[src/rtl/regfile_writeback.sv]
// Register-file writeback arbiter: ALU results own the write port, LSU results
// bypass or queue in a DEPTH-entry FIFO. Define WB_FWD_EN to drive the o_fwd_* copies.
module regfile_writeback #(
  parameter int DEPTH = 4
) (
  input  logic                       i_clk,
  input  logic                       i_rst_n,
  input  logic                       i_alu_valid,
  input  logic [4:0]                 i_alu_rd,
  input  logic [31:0]                i_alu_data,
  input  logic                       i_lsu_valid,
  output logic                       o_lsu_ready,
  input  logic [4:0]                 i_lsu_rd,
  input  logic [31:0]                i_lsu_data,
  output logic                       o_RegWrite,
  output logic [4:0]                 o_write_adr,
  output logic [31:0]                o_write_data,
  output logic [$clog2(DEPTH):0]     o_lsu_pending,
  output logic                       o_fwd_valid,
  output logic [4:0]                 o_fwd_adr,
  output logic [31:0]                o_fwd_data
);

  localparam int AW = $clog2(DEPTH);
  localparam int CW = AW + 1;

  logic [AW-1:0] wr_ptr_q, wr_ptr_d, rd_ptr_q, rd_ptr_d;
  logic [CW-1:0] count_q, count_d;
  logic [4:0]    rd_mem [DEPTH];
  logic [31:0]   data_mem [DEPTH];

  logic          we_q, we_d;
  logic [4:0]    adr_q, adr_d;
  logic [31:0]   data_q, data_d;

  logic alu_take_s, lsu_fire_s, fifo_empty_s, pop_s, push_s, bypass_s, ready_s;

  // Ready comes from the registered count only, so no valid-to-ready path exists.
  assign ready_s      = (count_q < CW'(DEPTH));
  assign fifo_empty_s = (count_q == {CW{1'b0}});
  assign alu_take_s   = i_alu_valid && (i_alu_rd != 5'd0);
  assign lsu_fire_s   = i_lsu_valid && ready_s;
  assign pop_s        = !alu_take_s && !fifo_empty_s;
  assign bypass_s     = !alu_take_s && fifo_empty_s && lsu_fire_s && (i_lsu_rd != 5'd0);
  assign push_s       = lsu_fire_s && (i_lsu_rd != 5'd0) && !bypass_s;

  always_comb begin
    we_d     = 1'b0;
    adr_d    = adr_q;
    data_d   = data_q;
    wr_ptr_d = wr_ptr_q;
    rd_ptr_d = rd_ptr_q;
    count_d  = count_q;
    if (alu_take_s) begin
      we_d   = 1'b1;
      adr_d  = i_alu_rd;
      data_d = i_alu_data;
    end else if (pop_s) begin
      we_d   = 1'b1;
      adr_d  = rd_mem[rd_ptr_q];
      data_d = data_mem[rd_ptr_q];
    end else if (bypass_s) begin
      we_d   = 1'b1;
      adr_d  = i_lsu_rd;
      data_d = i_lsu_data;
    end else begin
      we_d   = 1'b0;
    end
    if (push_s) begin
      wr_ptr_d = wr_ptr_q + AW'(1);
    end else begin
      wr_ptr_d = wr_ptr_q;
    end
    if (pop_s) begin
      rd_ptr_d = rd_ptr_q + AW'(1);
    end else begin
      rd_ptr_d = rd_ptr_q;
    end
    count_d = count_q + CW'(push_s) - CW'(pop_s);
  end

  always_ff @(posedge i_clk or negedge i_rst_n) begin
    if (!i_rst_n) begin
      we_q     <= 1'b0;
      adr_q    <= 5'd0;
      data_q   <= 32'd0;
      wr_ptr_q <= {AW{1'b0}};
      rd_ptr_q <= {AW{1'b0}};
      count_q  <= {CW{1'b0}};
    end else begin
      we_q     <= we_d;
      adr_q    <= adr_d;
      data_q   <= data_d;
      wr_ptr_q <= wr_ptr_d;
      rd_ptr_q <= rd_ptr_d;
      count_q  <= count_d;
    end
  end

  // FIFO storage is pure datapath; validity is tracked by the pointers and count.
  always_ff @(posedge i_clk) begin
    if (push_s) begin
      rd_mem[wr_ptr_q]   <= i_lsu_rd;
      data_mem[wr_ptr_q] <= i_lsu_data;
    end
  end

  assign o_lsu_ready   = ready_s;
  assign o_RegWrite    = we_q;
  assign o_write_adr   = adr_q;
  assign o_write_data  = data_q;
  assign o_lsu_pending = count_q;

`ifdef WB_FWD_EN
  assign o_fwd_valid = we_q;
  assign o_fwd_adr   = adr_q;
  assign o_fwd_data  = data_q;
`else
  assign o_fwd_valid = 1'b0;
  assign o_fwd_adr   = 5'd0;
  assign o_fwd_data  = 32'd0;
`endif

endmodule

[config.mk]
export PLATFORM = sky130hd
export DESIGN_NAME = regfile_writeback
export DESIGN_NICKNAME = d
export VERILOG_FILES = /design/src/rtl/regfile_writeback.sv
export SDC_FILE = /design/constraint.sdc
export NUM_CORES = 1
export LEC_CHECK = 0
export ABC_AREA = 1
export CAP_MARGIN = 20
export CELL_PAD_IN_SITES_DETAIL_PLACEMENT = 0
export CELL_PAD_IN_SITES_GLOBAL_PLACEMENT = 1
export CORE_ASPECT_RATIO = 0.7
export CORE_MARGIN = 4
export CORE_UTILIZATION = 41
export DETAILED_ROUTE_END_ITERATION = 10
export GPL_ROUTABILITY_DRIVEN = 0
export PLACE_DENSITY = 0.82
export SETUP_SLACK_MARGIN = 0.5
export SYNTH_ARGS = -nofsm -noshare
export SYNTH_HDL_FRONTEND = slang
export SYNTH_SLANG_ARGS = --single-unit
[constraint.sdc]
create_clock -name i_clk -period 3.84 [get_ports i_clk]
set_clock_uncertainty 0.1 [all_clocks]
set_input_delay 0.96 -clock i_clk [delete_from_list [all_inputs] [get_ports i_clk]]
set_output_delay 0.96 -clock i_clk [all_outputs]
set_load 0.02 [all_outputs]
# ---- Word-level counts from Yosys, hierarchy flattened
# Memories as Yosys holds them, arrays and structs flattened.
# Cells that the tools add are included.
dict set report totals {
  register_bits 45
  ram_bits 148
  in_bits 78
  out_inout_bits 80
  elab_cells 39
  n_memories 2
}
# name words width read_ports rd_ports_with_merged_regs wr line
set memory_table {}
lappend memory_table {data_mem 4 32 1 0 1 30} ;# logic [31:0] data_mem [DEPTH];
lappend memory_table {rd_mem 4 5 1 0 1 29} ;# logic [4:0] rd_mem [DEPTH];
dict set report classes {
  n_addsub 4
  order_cmp 1
  n_mux 11
  n_reduce_logical 15
}
# operator n
set op_table {}
lappend op_table {{32-bit 2-to-1 mux} 3}
lappend op_table {{5-bit 2-to-1 mux} 3}
lappend op_table {{5-bit nonzero test} 2}
lappend op_table {{1-bit logical AND} 8}
lappend op_table {{1-bit 2-to-1 mux} 5}
lappend op_table {{2-bit by 1-bit adder with 2-bit output, second input constant} 2}
lappend op_table {{3-bit by 1-bit adder with 3-bit output} 1}
lappend op_table {{1-bit logical NOT} 3}
lappend op_table {{3-bit logical NOT} 1}
lappend op_table {{3-bit less-than comparator, second input constant} 1}
lappend op_table {{3-bit nonzero test} 1}
lappend op_table {{3-bit by 1-bit subtractor with 3-bit output} 1}

# ---- Logic depth before layout (Yosys ltp)
dict set report depth {
  ltp_word 10
  mapped_depth 12
  mapped_depth_nobuf 11
}

# ---- Worst setup path before layout
# No wires, ideal clock.
dict set report synth_path {
  path_kind {input -> register}
  startpoint {in i_alu_rd[3]}
  endpoint {mem data_mem[0][0], enable pin}
  setup_time_ns 0.431
  arrival_time_ns 3.000
  required_ns 3.309
  slack_ns 0.309
  stages 7
  n_path_buf 1
  cell_sequence {nor2_1 > nand3_2 > nand2_4 > buf_6 > nand2_2 > nand2_4 > nor2_1}
}
dict set report synth_between {
  elab_chain_len 10
}
# item line
set synth_lines {}
lappend synth_lines {{start, declared} 9} ;# input logic [4:0] i_alu_rd,
lappend synth_lines {{5-bit nonzero test} 41} ;# assign alu_take_s = i_alu_valid && (i_alu_rd != 5'd0);
lappend synth_lines {{1-bit logical AND} 41}
lappend synth_lines {{1-bit logical NOT} 44} ;# assign bypass_s = !alu_take_s && fifo_empty_s && lsu_fire_s && (i_lsu_rd != 5'd0);
lappend synth_lines {{1-bit logical AND (3 in series)} 44}
lappend synth_lines {{1-bit logical NOT} 45} ;# assign push_s = lsu_fire_s && (i_lsu_rd != 5'd0) && !bypass_s;
lappend synth_lines {{1-bit logical AND} 45}
lappend synth_lines {{1-bit 2-to-1 mux} 102} ;# if (push_s) begin
lappend synth_lines {{1-bit 2-to-1 mux (implied by the code)} 104} ;# data_mem[wr_ptr_q] <= i_lsu_data;
lappend synth_lines {{end, declared} 30}
# No other way between the ends.

# ---- Worst setup path in the final report
dict set report layout_path {
  startpoint {in i_lsu_rd[3]}
  endpoint {reg count_q[2], in the netlist o_lsu_pending[2]}
}
dict set report layout_between {
  elab_chain_len 6
  word_cells_on_any_way 7
  cone_classes {add/sub: 2; reduce/logical: 5}
}
# item line
set layout_lines {}
lappend layout_lines {{start, declared} 13} ;# input logic [4:0] i_lsu_rd,
lappend layout_lines {{5-bit nonzero test *} {44, 45}}
lappend layout_lines {{1-bit logical AND} 44}
lappend layout_lines {{1-bit logical NOT} 45}
lappend layout_lines {{1-bit logical AND *} 45}
lappend layout_lines {{3-bit by 1-bit adder with 3-bit output *} 79} ;# count_d = count_q + CW'(push_s) - CW'(pop_s);
lappend layout_lines {{3-bit by 1-bit subtractor with 3-bit output *} 79}
lappend layout_lines {{named net count_d[2]} 28} ;# logic [CW-1:0] count_q, count_d;
lappend layout_lines {{end signal, assigned} 89} ;# count_q <= {CW{1'b0}};
lappend layout_lines {{end signal, assigned} 96} ;# count_q <= count_d;
lappend layout_lines {{end, declared} 28}
# The timed path passes the listed nets; every way through them passes the cells marked *.
# A chain may end at the register's enable or synchronous reset.

==> results.md <==
- Status: finished, final reports clean
- Final WL: 22.1 mm
- Routed len/inst: 15.5 um
- # setup viols final: 0
- Clk slew on worst S/H paths: 0.07 ns
- Setup WS pre-CTS: 0.317 ns
- Post-synthesis sequential area ratio: 0.590
- WP data required: 4.04 ns
- Reg2Reg Setup Slack: 1.28 ns
- Bufs on Longest Clock Path: 2
- Syn Area/Cell: approximately 9.5 um^2
- Minimum clock period: between 3 and 4 ns
- GRT Resource Usage Total: 0.179
- Fin. max-slew vios: 0
- Pin count of the biggest net entering global routing: between 70 and 80
- 1st-iter DRT viols: between 400 and 500
- Initial antenna violation count: 1
- Starting Density: 0.416
- Number of detailed-route iterations in the first pass: 5
- Hold depth: 2
- Final Hold Viols: 0
- Commonest non-fill, non-tap cells in the layout: nand2_1 (335), inv_1 (153), edfxtp_1 (148)
- RSZ-0062 raised after global routing: no
- Cells after Synth: roughly 990
- Leakage: 5.09 nW
- Number of distinct library cells after synthesis: 29
- Clock Latency Late Sink: 0.43 ns
- Max-cap check violation count: 0
- Die height: ~130 um
- Crit path DAT: 3.29 ns
- Post-route ant nets: 0
- Post-DP HPWL: 13.6 mm
- Core ar.: between 20000 and 25000 um^2
- Cts repair resizes: 0
- Final WS setup: 0.751 ns
- Hold Crit Class: reg -> reg
- Vias in the first global route: 6550
- Multi-input gate area: 2820 um^2
- Power Density: 683 nW/um^2
- CTS Sinks: 193
- CP endpoint: o_lsu_pending[2]$_DFF_PN0_
- GR Overflow Total: 0
- Final #Nets: 1185
- Worst IR Drop VDD: 0.492 mV
- Via density per instance: between 4 and 5
- CP max FO: 8
- Max Fclk: 0.324 GHz
- Final setup TNS: 0 ns
- Die extent in x: 189 um
- Worst-Margin Slew: 0.979 ns
- CTS Hold Bufs: 0
- Type of the worst setup path: in -> reg
- Critical Path Source: i_lsu_rd[3]
- ANT cells: 0
- First-pass GRT wire length: 36.3 mm
- Yosys top cell by area: edfxtp_1
- Worst r2r dst: o_lsu_pending[2]$_DFF_PN0_
- Slew headroom: 0.348
- Vias: around 6500
- CTS Buf Count: 17
- Port bufs: about 120
- Part of the cycle the worst path needs: 0.804
- Total number of yosys warnings: 0
- Number of H-tree levels: 4
- Die ar.: 25600 um^2
- Setup crit end kind: register
- CTS root buf: clkbuf_16
- Share of layout cells above drive strength 1: 0.101
- Fillers: 2078
- Top cells by area, synth: edfxtp_1 (47%), nand2_1 (13%), dfrtp_1 (12%)
- I/O pin total: 158
- FF-to-FF path depth: 11
- DRC violations left: 0
- FF/Latch Area: 5570 um^2
- Area grow syn2layout: 20.1%
- Num rows: 46
- CTS tree: built
- Mapped cell area: 9440 um^2
- Synth top area share: 0.471
- Critical R2R Launch: o_lsu_pending[1]$_DFF_PN0_
- Most common cell after layout, fill and taps aside: nand2_1
- Synthesized flop and latch total: 193
- Crit start category: input pin
- Post-CTS Setup Bufs: 0
[layout make-up]
cell class | count | share of cell area
flip-flops and latches | 193 | 0.491
repair buffers | 139 | 0.120
inverters | 159 | 0.0530
clock inverters | 15 | 0.0153
clock buffers | 17 | 0.0375
well taps | 312 | 0.0344
multi-input cells | 590 | 0.248
[worst min path at each step]
stage | from | endpoint
after global placement | o_write_data[4]$_DFFE_PN0P_ | o_write_data[4]$_DFFE_PN0P_
after CTS | o_write_adr[3]$_DFFE_PN0P_ | o_write_adr[3]$_DFFE_PN0P_
after detailed placement | o_write_data[20]$_DFFE_PN0P_ | o_write_data[20]$_DFFE_PN0P_
after floorplan | wr_ptr_q[1]$_DFFE_PN0P_ | wr_ptr_q[1]$_DFFE_PN0P_
after global routing | o_write_data[18]$_DFFE_PN0P_ | o_write_data[18]$_DFFE_PN0P_
final | o_write_data[11]$_DFFE_PN0P_ | o_write_data[11]$_DFFE_PN0P_
[stage by stage]
| stage | util | instance area, um^2 | total power, mW | std cells | hold slack, ns |
|---|---|---|---|---|---|
| 2_1_floorplan | - | 9580 | 4.98 | 1029 | 0.457 |
| 3_3_place_gp | 0.474 | 10700 | 5.98 | 1393 | 0.363 |
| 3_5_place_dp | 0.474 | 10700 | 6.01 | 1393 | 0.364 |
| 4_1_cts | 0.500 | 11300 | 7.84 | 1425 | 0.384 |
| 5_1_grt | 0.500 | 11300 | 8.30 | 1425 | 0.407 |
| 6_report | 0.500 | 11300 | 7.75 | 1425 | 0.379 |
[cell families (layout without fill, tap and decap cells)]
kind of cell               Yosys count  in the layout  share of synthesized area
AOI/OAI and AO/OA                    5              5                    0.00265
xor gates and xnor gates             4              4                    0.00371
adders and majority gates            7              7                     0.0101
buffers and inverters              246            330                      0.130
DFF                                193            193                      0.590
other                                1             38                   0.000397
and+or+nand+nor                    536            536                      0.263
[Yosys cell counts (all sizes together)]
cell type and number:
a21oi 1, buf 80, clkbuf 7, clkinv 1, conb 1, dfrtp 45
edfxtp 148, fa 1, ha 6, inv 158, nand2 338, nand3 183
nand3b 1, nor2 13, nor3 1, o21ai 4, xnor2 1, xor2 3
[critical path, cell delays in order]
cell and delay, ns:
clkdlybuf4s50_1 0.59, nor2_1 0.09, nand3b_1 0.12, nand2_1 0.09, inv_1 0.10, nand2_4 0.12
ha_1 0.30, inv_1 0.04, ha_1 0.18, fa_1 0.39, xnor2_1 0.15, xor2_1 0.15
[registers in the layout (all words and copies together), names as in the netlist]
signal,flops
rd_ptr_q,2
o_write_adr,5
o_write_data,32
rd_mem,20
data_mem,128
o_RegWrite,1
wr_ptr_q,2
o_lsu_pending,3
[power breakdown]
group          switching (mW)  internal (mW)  leakage, nW
clock                   0.831          0.980        0.281
sequential              0.201           2.72         1.87
combinational            1.93           1.08         2.94
[metal layers]
metal  track usage  share of wire  vias to the layer above
li1              -              -                     3280
met1         0.259           0.48                     3011
met4        0.0353         0.0074                        2
met3        0.0398          0.055                       18
met5             0        0.00059                        -
met2         0.282           0.46                      168
Power figures use the tool's default switching activity.
